`config.mk`:
```
export PLATFORM = sky130hd
export DESIGN_NAME = dice_input_stage_flat
export DESIGN_NICKNAME = d
export VERILOG_FILES = /design/src/rtl/dice_input_stage_if.sv /design/src/rtl/dice_input_stage.sv /design/src/flat_wrapper.sv
export SDC_FILE = /design/constraint.sdc
export NUM_CORES = 1
export LEC_CHECK = 0
export ABC_AREA = 1
export ABC_CLOCK_PERIOD_IN_PS = 2470
export CAP_MARGIN = 20
export CORE_MARGIN = 4
export CORE_UTILIZATION = 55
export DETAILED_ROUTE_END_ITERATION = 10
export PLACE_DENSITY = 0.88
export SYNTH_ARGS = -nofsm -noshare
export SYNTH_HDL_FRONTEND = slang
export SYNTH_SLANG_ARGS = --single-unit
```
`constraint.sdc`:
```
create_clock -name clock -period 2.47 [get_ports clock]
set_input_delay 0.494 -clock clock [delete_from_list [all_inputs] [get_ports clock]]
set_output_delay 0.494 -clock clock [all_outputs]
set_load 0.01 [all_outputs]
```
`src/rtl/dice_input_stage_if.sv`:
```
// Button/switch bundle and conditioned controller levels for dice_input_stage.
// The stage itself connects through the slave modport.
interface dice_input_stage_if;
   logic       btn_start;
   logic       btn_enter;
   logic       btn_roll;
   logic [4:0] sw_value;
   logic       start;
   logic       valid_dice;
   logic       valid_target;
   logic       roll;
   logic [4:0] sides;
   logic [4:0] target;
   logic       error;
   logic       new_game;

   modport master (
      output btn_start, btn_enter, btn_roll, sw_value,
      input  start, valid_dice, valid_target, roll, sides, target, error, new_game
   );

   modport slave (
      input  btn_start, btn_enter, btn_roll, sw_value,
      output start, valid_dice, valid_target, roll, sides, target, error, new_game
   );
endinterface

```
`src/rtl/dice_input_stage.sv`:
```
// Dice game front end: sync/debounce/edge-detect buttons, validate entries, hold levels.
// Optional macro DICE_INPUT_DEBOUNCE_EN builds the per-button debounce counters.
module dice_input_stage #(
   parameter int DEBOUNCE_CYCLES = 4
) (
   input logic               clock,
   input logic               reset,
   dice_input_stage_if.slave io
);

   typedef enum logic [2:0] {IDLE, GET_SIDES, GET_TARGET, ARMED, DONE} state_t;

   // button bit order everywhere: [2]=start, [1]=enter, [0]=roll
   logic [2:0] btn_raw;
   logic [2:0] btn_s1_q, btn_s2_q;
   logic [2:0] lvl_q, lvl_d;
   logic [2:0] rise;
   logic [2:0] press_q, press_d;
   logic [4:0] sw_s1_q, sw_s2_q;

   state_t     state_q, state_d;
   logic       start_q, start_d;
   logic       vdice_q, vdice_d;
   logic       vtgt_q, vtgt_d;
   logic       roll_q, roll_d;
   logic [4:0] sides_q, sides_d;
   logic [4:0] target_q, target_d;
   logic       error_q, error_d;
   logic       newg_q, newg_d;
   logic       sides_legal;

   if (DEBOUNCE_CYCLES < 1 || DEBOUNCE_CYCLES > 255) begin : g_param_chk
      $error("DEBOUNCE_CYCLES must be within 1..255");
   end

   assign btn_raw = {io.btn_start, io.btn_enter, io.btn_roll};

`ifdef DICE_INPUT_DEBOUNCE_EN
   localparam logic [7:0] DB_N = DEBOUNCE_CYCLES[7:0];
   logic [2:0][7:0] cnt_q, cnt_d;

   // level flips on the edge after the count has been seen at DB_N
   always_comb begin
      lvl_d = lvl_q;
      cnt_d = '0;
      for (int i = 0; i < 3; i++) begin
         if (btn_s2_q[i] != lvl_q[i]) begin
            if (cnt_q[i] == DB_N) lvl_d[i] = btn_s2_q[i];
            else                  cnt_d[i] = cnt_q[i] + 8'd1;
         end
      end
   end

   always_ff @(posedge clock or negedge reset) begin
      if (!reset) cnt_q <= '0;
      else        cnt_q <= cnt_d;
   end
`else
   always_comb lvl_d = btn_s2_q;
`endif

   assign rise = lvl_d & ~lvl_q;

   always_comb begin
      press_d = 3'b000;
      if      (rise[2]) press_d = 3'b100;
      else if (rise[1]) press_d = 3'b010;
      else if (rise[0]) press_d = 3'b001;
   end

   always_comb begin
      case (sw_s2_q)
         5'd4, 5'd6, 5'd8, 5'd10, 5'd12, 5'd20: sides_legal = 1'b1;
         default:                               sides_legal = 1'b0;
      endcase
   end

   always_ff @(posedge clock or negedge reset) begin
      if (!reset) begin
         btn_s1_q <= '0;
         btn_s2_q <= '0;
         lvl_q    <= '0;
         press_q  <= '0;
         sw_s1_q  <= '0;
         sw_s2_q  <= '0;
      end else begin
         btn_s1_q <= btn_raw;
         btn_s2_q <= btn_s1_q;
         lvl_q    <= lvl_d;
         press_q  <= press_d;
         sw_s1_q  <= io.sw_value;
         sw_s2_q  <= sw_s1_q;
      end
   end

   always_ff @(posedge clock or negedge reset) begin
      if (!reset) begin
         state_q  <= IDLE;
         start_q  <= 1'b0;
         vdice_q  <= 1'b0;
         vtgt_q   <= 1'b0;
         roll_q   <= 1'b0;
         sides_q  <= '0;
         target_q <= '0;
         error_q  <= 1'b0;
         newg_q   <= 1'b0;
      end else begin
         state_q  <= state_d;
         start_q  <= start_d;
         vdice_q  <= vdice_d;
         vtgt_q   <= vtgt_d;
         roll_q   <= roll_d;
         sides_q  <= sides_d;
         target_q <= target_d;
         error_q  <= error_d;
         newg_q   <= newg_d;
      end
   end

   // levels hold by default; only the pulses default low
   always_comb begin
      state_d  = state_q;
      start_d  = start_q;
      vdice_d  = vdice_q;
      vtgt_d   = vtgt_q;
      roll_d   = roll_q;
      sides_d  = sides_q;
      target_d = target_q;
      error_d  = 1'b0;
      newg_d   = 1'b0;
      case (state_q)
         IDLE: begin
            if (press_q[2]) begin
               start_d = 1'b1;
               state_d = GET_SIDES;
            end
         end
         GET_SIDES: begin
            if (press_q[1]) begin
               if (sides_legal) begin
                  sides_d = sw_s2_q;
                  vdice_d = 1'b1;
                  state_d = GET_TARGET;
               end else begin
                  error_d = 1'b1;
               end
            end
         end
         GET_TARGET: begin
            if (press_q[1]) begin
               if (sw_s2_q != 5'd0 && sw_s2_q <= sides_q) begin
                  target_d = sw_s2_q;
                  vtgt_d   = 1'b1;
                  state_d  = ARMED;
               end else begin
                  error_d = 1'b1;
               end
            end
         end
         ARMED: begin
            if (press_q[0]) begin
               roll_d  = 1'b1;
               state_d = DONE;
            end
         end
         DONE: begin
            if (press_q[2]) begin
               start_d  = 1'b0;
               vdice_d  = 1'b0;
               vtgt_d   = 1'b0;
               roll_d   = 1'b0;
               sides_d  = '0;
               target_d = '0;
               newg_d   = 1'b1;
               state_d  = IDLE;
            end
         end
         default: state_d = IDLE;
      endcase
   end

   assign io.start        = start_q;
   assign io.valid_dice   = vdice_q;
   assign io.valid_target = vtgt_q;
   assign io.roll         = roll_q;
   assign io.sides        = sides_q;
   assign io.target       = target_q;
   assign io.error        = error_q;
   assign io.new_game     = newg_q;

endmodule

```
`src/flat_wrapper.sv`:
```
// flat-port wrapper written by rule: the top's interface ports become plain ports
module dice_input_stage_flat 
#(
   parameter int DEBOUNCE_CYCLES = 4
)
  (clock, reset, io_btn_start, io_btn_enter, io_btn_roll, io_sw_value, io_start, io_valid_dice, io_valid_target, io_roll, io_sides, io_target, io_error, io_new_game);
  dice_input_stage_if io_i ();
  input logic clock;
  input logic reset;
  input wire logic [$bits(io_i.btn_start)-1:0] io_btn_start;
  input wire logic [$bits(io_i.btn_enter)-1:0] io_btn_enter;
  input wire logic [$bits(io_i.btn_roll)-1:0] io_btn_roll;
  input wire logic [$bits(io_i.sw_value)-1:0] io_sw_value;
  output wire logic [$bits(io_i.start)-1:0] io_start;
  output wire logic [$bits(io_i.valid_dice)-1:0] io_valid_dice;
  output wire logic [$bits(io_i.valid_target)-1:0] io_valid_target;
  output wire logic [$bits(io_i.roll)-1:0] io_roll;
  output wire logic [$bits(io_i.sides)-1:0] io_sides;
  output wire logic [$bits(io_i.target)-1:0] io_target;
  output wire logic [$bits(io_i.error)-1:0] io_error;
  output wire logic [$bits(io_i.new_game)-1:0] io_new_game;
  assign io_i.btn_start = io_btn_start;
  assign io_i.btn_enter = io_btn_enter;
  assign io_i.btn_roll = io_btn_roll;
  assign io_i.sw_value = io_sw_value;
  assign io_start = io_i.start;
  assign io_valid_dice = io_i.valid_dice;
  assign io_valid_target = io_i.valid_target;
  assign io_roll = io_i.roll;
  assign io_sides = io_i.sides;
  assign io_target = io_i.target;
  assign io_error = io_i.error;
  assign io_new_game = io_i.new_game;
  dice_input_stage #(.DEBOUNCE_CYCLES(DEBOUNCE_CYCLES)) u_core (.clock(clock), .reset(reset), .io(io_i));
endmodule
```
Word-level counts from Yosys, hierarchy flattened
Index checks and enable logic that the tools add are counted.
W data, S select, Z words.
{"block": "word_totals", "regBits": 41, "input_bits": 10, "output_inout_bits": 16, "wordCells": 85}
{"block": "classes", "n_lt_le_gt_ge": 1, "eq_ne": 17, "n_mux": 37, "n_bitwise": 2, "reduce_logical": 13}
{"op": "$mux W3", "count": 9}
{"op": "$mux W5", "count": 5}
{"op": "$pmux W5 S2", "count": 2}
{"op": "$eq A5 B4 Y1 const B", "count": 3}
{"op": "$mux W1", "count": 15}
{"op": "$pmux W3 S5", "count": 1}
{"op": "$ne A2 B1 Y1 const B", "count": 7}
{"op": "$eq A5 B3 Y1 const B", "count": 2}
{"op": "$pmux W1 S2", "count": 5}
{"op": "$reduce_and A4 Y1", "count": 2}
{"op": "$reduce_bool A2 Y1", "count": 4}
{"op": "$reduce_and A7 Y1", "count": 1}
{"op": "$eq A3 B2 Y1 const B", "count": 2}
{"op": "$reduce_and A3 Y1", "count": 2}
{"op": "$reduce_or A6 Y1", "count": 1}
{"op": "$eq A5 B5 Y1 const B", "count": 1}
{"op": "$le A5 B5 Y1", "count": 1}
{"op": "$reduce_bool A5 Y1", "count": 1}
{"op": "$and A3 B3 Y3", "count": 1}
{"op": "$eq A3 B1 Y1 const B", "count": 1}
{"op": "$eq A3 B3 Y1 const B", "count": 1}
{"op": "$logic_not A3 Y1", "count": 1}
{"op": "$not A3 Y3", "count": 1}
{"op": "$logic_and A1 B1 Y1", "count": 1}

Logic depth before layout (Yosys ltp)
Gate-level depths: netlist (run 1).
{"block": "logic_depth", "ltp_word": 6, "ltp_mapped": 12, "mapped_depth_nobuf": 12}

Worst setup path after synthesis (run 1)
No wires, ideal clock.
{"block": "synth_timing", "path_kind": "flip-flop to flip-flop", "start": "register u_core.sides_q[4] (netlist: u_core.io.sides[4])", "end": "register u_core.target_q[0] (netlist: u_core.io.target[0])", "t_arrival_ns": 1.426, "t_required_ns": 2.353, "setup_slack_ns": 0.927, "path_stages_with_launch": 13, "n_path_buf": 0, "path_cell_list": "dfrtp_1 -> inv_1 -> ha_1 -> nand2_1 -> nor2_1 -> nand2_1 -> nand3_1 -> nand2_1 -> nand3_1 -> nand2_2 -> nand2_8 -> nand2_1 -> nand2_1"}
{"block": "synth_via", "elab_chain_len": 4}
{"element": "from (decl)", "line_no": "dice_input_stage.sv:26", "source": "logic [4:0] sides_q, sides_d;"}
{"element": "from (signal assigned)", "line_no": "dice_input_stage.sv:113", "source": "sides_q <= sides_d;"}
{"element": "$le A5 B5 Y1", "line_no": "dice_input_stage.sv:151", "source": "if (sw_s2_q != 5'd0 && sw_s2_q <= sides_q) begin"}
{"element": "$logic_and A1 B1 Y1", "line_no": "dice_input_stage.sv:151"}
{"element": "$ne A2 B1 Y1 (no source line)"}
{"element": "$reduce_and A4 Y1 (no source line)"}
{"element": "to (signal assigned)", "line_no": "dice_input_stage.sv:114", "source": "target_q <= target_d;"}
{"element": "to (decl)", "line_no": "dice_input_stage.sv:27", "source": "logic [4:0] target_q, target_d;"}
No other way between the ends.
A chain may end at the register's enable or synchronous reset.

Worst setup path in the final report (run 1)
{"block": "layout_timing", "start": "register u_core.sides_q[0] (netlist: u_core.io.sides[0])", "end": "output io_sides[0]"}
{"element": "to (decl)", "line_no": "flat_wrapper.sv:18", "source": "output wire logic [$bits(io_i.sides)-1:0] io_sides;"}
No word-level cell between the ends.

==> metrics, run 1 <==
initial antenna violation count 0; die width 63.4 um; IO Pins 26; post-DR wirelength/cell 13.1 um; Avg Vias per Cell 5.17; worst path required time 1.98 ns; Syn Inst Count 170; final setup fails 0; CP max stage cell clkdlybuf4s50_1; first-pass GRT wire length 5520 um; Skew-Pair Late Insertion Delay 0.34 ns; Critical Path Source Type flop; worst-path cell chain clkdlybuf4s50_1; setup_tns 0 ns; initial core utilization 59.2%; CTS Root Cell clkbuf_4; Worst Hold Class input port to async pin; CTS tree built; cell depth of the worst flop-to-flop path 12; syn_area_per_cell 9.94 sq um; total track usage 18.2%; PD cells 1020 nW/um^2; H-tree Lvls 2; Pins Over Slew Limit 0; Max FO, Critical Path 3; die area 4020 sq um; met2 wire len 1660 um; Cell Area, Synth 1690 sq um; DRC viols 0; minimum clock period 1.81 ns; clock sinks 41; post-CTS setup buffers 0; pin count of the biggest net entering global routing 42; share of cells above drive strength 1 11.8%; syn_nets 185; core area 2850 sq um; Seq/Total Area, Yosys 60.7%; number of cells on the critical path 1; Worst Tran Pin Value 0.837 ns; Worst-path clk slew 0.12 ns; WS Path Type flop to output pin; post-cts sizing count 0; vias in the first global route 1243; First DRT Iteration DRCs 53; final critical-path share of the clock period 73.1%; I/O Buffers 25; most frequent cells in the layout nand2_1, dfrtp_1, clkdlybuf4s50_1; CTS buffer count 5; Worst Skew 0.0123 ns; RSZ-0062 raised after global routing false; total wire length 3060 um; # nets final 217; Max clock buf depth 2; Seq cells post-synth 41; met3 WL 159 um; total grt overflow 0; hold buffer count at CTS 0; met1 WL 1190 um; Largest stage delay, worst path 0.55 ns; fmax 554 MHz; HPWL after detailed placement 2380 um; Max-slew headroom 44.2%; status complete, no violations; Die Ht 63.4 um; area growth from synthesis to layout 20.1%; antenna-violating nets left 0; Final Hold Violating Endpoints 0; Inserted Diodes 0; delay-heaviest family, CP buffers and inverters; distinct cell type count after synthesis 24; Crit. End Element output pin; GP Congestion 0.948; Max Used Layer met4; total of max-cap violations 0; WP data arrival 1.31 ns; Warnings, synthesis 0; leak pwr 1.05 nW; # rows 19; worst hold margin 0.233 ns; Vias 1209; drt first pass iters 4; WP buf/inv 1; maximum vdd drop 0.486 mV
-- report_power, final --
group	internal [W]	leakage [nW]	switching, W
combinational	0.000374	0.537	0.000492
sequential	0.000806	0.490	0.0000903
clock	0.000111	0.0245	0.000205
total	0.00129	1.05	0.000787
-- metal layers --
| layer | vias up | global-route usage [%] |
|---|---|---|
| li1 | 590 | - |
| met1 | 577 | 19.2 |
| met2 | 35 | 32.7 |
| met3 | 7 | 7.28 |
| met4 | 0 | 5.66 |
| met5 | - | 0 |
-- state kept, by name, summed over array words and instances (netlist names) --
register,count
u_core.sw_s1_q,5
u_core.lvl_q,3
u_core.btn_s1_q,3
u_core.io.start,1
u_core.io.new_game,1
u_core.sw_s2_q,5
u_core.btn_s2_q,3
u_core.io.valid_dice,1
u_core.io.roll,1
u_core.io.error,1
u_core.io.valid_target,1
u_core.io.sides,5
u_core.press_q,3
u_core.state_q,3
u_core.io.target,5
-- Yosys cell counts (all sizes together) --
| master | n | share of area (%) |
|---|---|---|
| nand2 | 45 | 12 |
| dfrtp | 41 | 61 |
| inv | 26 | 6.2 |
| nor2 | 21 | 5.8 |
| nand3 | 15 | 4.7 |
| a21oi | 6 | 1.8 |
| ha | 5 | 3.7 |
| nor3 | 4 | 1.2 |
| o21ai | 2 | 1.3 |
| or2 | 2 | 0.89 |
| a31oi | 1 | 0.37 |
| nand4 | 1 | 0.37 |
| o211ai | 1 | 1.3 |
-- final timing paths --
path	slack [ns]	to	from
setup / recovery	0.66	io_sides[0]	u_core.io.sides[0]$_DFFE_PN0P_
hold / removal	0.23	u_core.io.target[0]$_DFFE_PN0P_	reset
setup reg to reg	0.69	u_core.io.target[3]$_DFFE_PN0P_	u_core.io.sides[4]$_DFFE_PN0P_
hold reg to reg	0.36	u_core.sw_s2_q[0]$_DFF_PN0_	u_core.sw_s1_q[0]$_DFF_PN0_
max in group asynchronous	1.70	u_core.sw_s1_q[0]$_DFF_PN0_	reset
min in group clock	0.36	u_core.sw_s2_q[0]$_DFF_PN0_	u_core.sw_s1_q[0]$_DFF_PN0_
-- final cells by class --
class	instances	area (sq um)
repair buffers	25	245
clock inverters	2	15.0
fillers	227	823
multi-input cells	103	558
clock buffers	6	41.3
inverters	26	105
well taps	31	38.8
flip-flops and latches	41	1030
-- stage by stage --
stage	cells	setup slack (ns)	util [%]	total power, W	instance area, sq um
after floorplan	170	0.927	-	0.00144	1690
after global placement	226	0.903	69.2	0.00173	1970
after detailed placement	226	0.804	69.2	0.00177	1970
after CTS	234	0.652	71.1	0.00210	2030
after global routing	234	0.536	71.1	0.00225	2030
final	234	0.664	71.1	0.00208	2030
-- kinds of logic after synthesis --
group	Yosys count	synth area share (%)
compound gates	10	4.67
simple gates	88	24.7
flops	41	60.7
buf+inv	26	6.22
fa+ha+maj	5	3.70
(Power assumes the default switching activity.)
==> run 2: changes to the inputs <==
- ABC_CLOCK_PERIOD_IN_PS: 2470 -> 1560
- CORE_UTILIZATION: 55 -> 47
- PLACE_DENSITY: 0.88 -> 0.81
- clock period: 2.47 -> 1.56 ns (I/O delays scaled with it)
==> metrics, run 2 (synthesis gave the netlist of run 1 again) <==
status complete, but fails checks; failing checks negative setup slack; # nets final 234; share of cells above drive strength 1 33.6%; CTS buffer count 5; total track usage 15.6%; post-route insts no fill 266; final critical-path share of the clock period 102%; WP data arrival 1.88 ns; core area 3420 sq um; total grt overflow 0; First DRT Iteration DRCs 55; Critical Path Source Type flop; CTS Root Cell clkbuf_4; Crit. End Element flop; fmax 631 MHz; GP Congestion 0.880; Skew-Pair Late Insertion Delay 0.36 ns; FILL cells 246; IO Pins 26; H-tree Lvls 2; initial core utilization 49.5%; Worst Tran Pin Value 0.377 ns; area of the multi-input gates 739 sq um; WS Path Type flop to flop; overall power 0.00401 W; first-pass GRT wire length 5280 um; Vias 1306; antenna-violating nets left 0; vias in the first global route 1209; clock sinks 41; worst hold margin 0.361 ns; register area 1030 sq um; Comb power frac 46.4%; area growth from synthesis to layout 40.6%; die area 4620 sq um; initial antenna violation count 0; Inserted Diodes 0; Sw Pwr 0.00154 W; Max clock buf depth 2; leak pwr 1.22 nW; Pins Over Slew Limit 0; PD cells 1690 nW/um^2; Finished Core Util 69.5%; Worst-path clk slew 0.11 ns; DRC viols 0; RSZ-0062 raised after global routing true; internal power 0.00247 W; placed cell count 250; Worst Hold Class flop to flop; Die Ht 68.0 um; most common cell after layout, fill and taps aside dfrtp_1; total of max-cap violations 0; post-DR wirelength/cell 13.7 um; pin count of the biggest net entering global routing 19; worst path required time 1.85 ns; minimum clock period 1.58 ns; Final WS setup -0.0242 ns; most frequent cells in the layout dfrtp_1, nand2_1, nor2_1; maximum vdd drop 0.947 mV; clock group share of total power 18.1%; total wire length 3660 um; Final Hold Violating Endpoints 0; sw frac 38.4%; Max-slew headroom 74.8%; drt first pass iters 4; final setup fails 8; I/O Buffers 25; die width 68.0 um; Max FO, Critical Path 6; Worst Skew 0.0204 ns; Avg Vias per Cell 4.91; # rows 21; setup_tns -0.119 ns; power share of the sequential group 35.5%; CTS tree built; HPWL after detailed placement 2080 um
-- run 2: changes by cell type in the layout (fill, tap and decap cells not counted), sizes merged --
| cell | before | now |
|---|---|---|
| dlygate4sd3 | 0 | 1 |
| dlygate4sd2 | 0 | 12 |
| clkdlybuf4s50 | 24 | 8 |
| clkinvlp | 2 | 1 |
| o211ai | 1 | 2 |
| buf | 1 | 18 |
| bufinv | 0 | 1 |
| dlymetal6s2s | 0 | 2 |
-- run 2: routing by layer --
metal  GRT usage (%)  vias to the layer above  share of wire (%)
met4            6.70                        0                3.1
met3            4.43                       14                5.3
met2            24.1                       42                 52
li1                -                      637                  -
met1            20.5                      613                 40
met5               0                        -                  0
-- run 2: through the flow --
stage / worst slack, ns / cell area (sq um)
floorplan: 0.0170 / 1690
global placement: 0.0158 / 2060
detailed placement: -0.0439 / 2060
CTS: 0.00213 / 2190
global route: -0.160 / 2370
finish: -0.0242 / 2370
-- run 2: what timing repair did --
| action | in CTS | in global routing |
|---|---|---|
| setup buffers | 1 | 6 |
| hold buffers | 1 | 0 |
| pin swaps | 5 | 15 |
| hold endpoints to repair | 16 | 0 |
| setup endpoints to repair | 20 | 15 |
| gates resized for setup | 21 | 38 |
| gates cloned | 0 | 1 |
-- run 2: worst max-delay path, stage by stage, from the launching register on --
cell and delay (ns):
dfrtp_1 0.44, ha_4 0.31, nand2_4 0.06, nor2_4 0.13, nand2_2 0.06, nand3_2 0.08
nand2_2 0.08, nand3_4 0.09, nand2_8 0.08, nand2_8 0.08, nand2_1 0.05, nand2_1 0.05
-- run 2: layout make-up --
class | count | area share (%)
clock buffers | 6 | 2.16
repair buffers | 41 | 15.0
multi-input cells | 104 | 31.1
clock inverters | 2 | 1.58
well taps | 46 | 2.42
flip-flops and latches | 41 | 43.3
inverters | 26 | 4.43
-- run 2: final timing paths --
kind | from | cells past startpoint | slack, ns | to
setup / recovery | u_core.sw_s2_q[2]$_DFF_PN0_ | 11 | -0.02 | u_core.io.target[0]$_DFFE_PN0P_
setup reg to reg | u_core.sw_s2_q[2]$_DFF_PN0_ | 11 | -0.02 | u_core.io.target[0]$_DFFE_PN0P_
max in group asynchronous | reset | 3 | 0.62 | u_core.io.sides[1]$_DFFE_PN0P_
min in group asynchronous | reset | 2 | 0.37 | u_core.io.start$_DFFE_PN0P_
hold reg to reg | u_core.sw_s1_q[4]$_DFF_PN0_ | 0 | 0.36 | u_core.sw_s2_q[4]$_DFF_PN0_
hold / removal | u_core.sw_s1_q[4]$_DFF_PN0_ | 0 | 0.36 | u_core.sw_s2_q[4]$_DFF_PN0_
-- run 2: power groups by stage --
stage	clock network, W	registers (W)	logic, W
after floorplan	0	0.00149	0.000790
after global placement	0	0.00142	0.00139
after detailed placement	0	0.00142	0.00142
after CTS	0.000745	0.00140	0.00139
after global routing	0.000788	0.00145	0.00206
final	0.000725	0.00143	0.00186
==> run 3: changes to the inputs <==
- CORE_UTILIZATION: 47 -> 55
- CTS_BUF_LIST: default -> sky130_fd_sc_hd__clkbuf_8
- DONT_BUFFER_PORTS: default -> 1
- PLACE_DENSITY: 0.81 -> 0.8
==> metrics, run 3 (synthesis gave the netlist of run 1 again) <==
vias in the first global route 1178; most common cell after layout, fill and taps aside dfrtp_1; Inserted Diodes 0; die area 4020 sq um; Crit. End Element flop; IO Pins 26; Die Ht 63.4 um; fmax 632 MHz; setup_tns -0.0867 ns; Worst Hold Class input port to flop; HPWL after detailed placement 2040 um; DRC viols 0; core area 2850 sq um; Pins Over Slew Limit 0; pre-CTS WS -0.0573 ns; die width 63.4 um; Vias 1233; Avg Vias per Cell 5.55; Max-slew headroom 75.5%; initial core utilization 59.2%; GP Congestion 0.886; PD cells 1780 nW/um^2; Final Hold Violating Endpoints 0; drt first pass iters 4; # nets final 206; first-pass GRT wire length 5090 um; WP data arrival 1.77 ns; final critical-path share of the clock period 101%; final setup fails 6; worst path required time 1.75 ns; CTS buffer count 5; cell depth of the worst flop-to-flop path 10; Worst Tran Pin Value 0.367 ns; total grt overflow 0; status complete, but fails checks; share of cells above drive strength 1 33.0%; # rows 19; Worst-path clk slew 0.07 ns; maximum vdd drop 0.959 mV; RSZ-0062 raised after global routing true; most frequent cells in the layout dfrtp_1, nand2_1, nor2_1; minimum clock period 1.58 ns; WHS Path Cells 0; post-DR wirelength/cell 15.7 um; Final WS setup -0.0224 ns; failing checks negative setup slack; pin count of the biggest net entering global routing 42; FF-to-FF setup slack -0.02 ns; clock sinks 41; total wire length 3480 um; I/O Buffers 0; Max FO, Critical Path 6; CTS Root Cell clkbuf_8; area of the multi-input gates 691 sq um; worst hold margin 0.0476 ns; overall power 0.00367 W; register area 1030 sq um; total track usage 16.5%; area growth from synthesis to layout 22.2%; CTS tree built; H-tree Lvls 2; Critical Path Source Type flop; leak pwr 1.04 nW; FILL cells 194; Max clock buf depth 2; Worst Skew 0.00798 ns; initial antenna violation count 0; antenna-violating nets left 0; Skew-Pair Late Insertion Delay 0.29 ns; First DRT Iteration DRCs 59; WS Path Type flop to flop; total of max-cap violations 0
==> run 3: path summary, 6_finish.rpt <==
kind / to / start
hold reg to reg: u_core.btn_s2_q[1]$_DFF_PN0_ / u_core.btn_s1_q[1]$_DFF_PN0_
max in group asynchronous: u_core.sw_s1_q[4]$_DFF_PN0_ / reset
hold / removal: u_core.sw_s1_q[0]$_DFF_PN0_ / io_sw_value[0]
min in group asynchronous: u_core.io.error$_DFF_PN0_ / reset
setup / recovery: u_core.io.target[0]$_DFFE_PN0P_ / u_core.sw_s2_q[2]$_DFF_PN0_
setup reg to reg: u_core.io.target[0]$_DFFE_PN0P_ / u_core.sw_s2_q[2]$_DFF_PN0_
==> run 3: repair_timing <==
item | in CTS | in global routing
hold endpoints to repair | 41 | 0
gates resized for setup | 3 | 28
setup buffers | 1 | 1
gates cloned | 0 | 1
hold buffers | 2 | 0
pin swaps | 3 | 10
setup endpoints to repair | 6 | 13
==> run 3: stage by stage <==
step           cell area, sq um  util (%)  std cells
6_report                   2060      72.4        222
2_1_floorplan              1690         -        170
3_5_place_dp               1800      62.9        210
4_1_cts                    1930      67.8        220
3_3_place_gp               1800      62.9        210
5_1_grt                    2060      72.4        222
==> run 3: per-layer routing <==
metal / up-vias / wire (um) / track usage, %
met1: 600 / 1410 / 17.1
met4: 0 / 126 / 9.16
met2: 47 / 1710 / 28.0
met5: - / 0 / 0
li1: 576 / - / -
met3: 10 / 233 / 6.75
==> run 3: critical path: stages, from the launching register on <==
cell	delay, ns
dfrtp_1	0.43
ha_4	0.29
nand2_2	0.05
nor2_2	0.12
nand2_1	0.08
nand2_1	0.10
nand3_2	0.10
nand2_4	0.13
nand2_8	0.07
nand2_2	0.06
nand2_2	0.04
==> run 3: report_power, final <==
part	leakage (nW)	switching, W	internal [W]
combinational	0.510	0.000868	0.000600
clock	0.0433	0.000335	0.000349
sequential	0.488	0.000233	0.00128
total	1.04	0.00144	0.00223
==> run 3: layout make-up <==
class / count / area share [%]
Sequential cell: 41 / 49.8
Multi-Input combinational cell: 104 / 33.5
Timing Repair Buffer: 13 / 5.45
Inverter: 26 / 5.09
Clock buffer: 6 / 4.00
Tap cell: 31 / 1.88
Clock inverter: 1 / 0.364
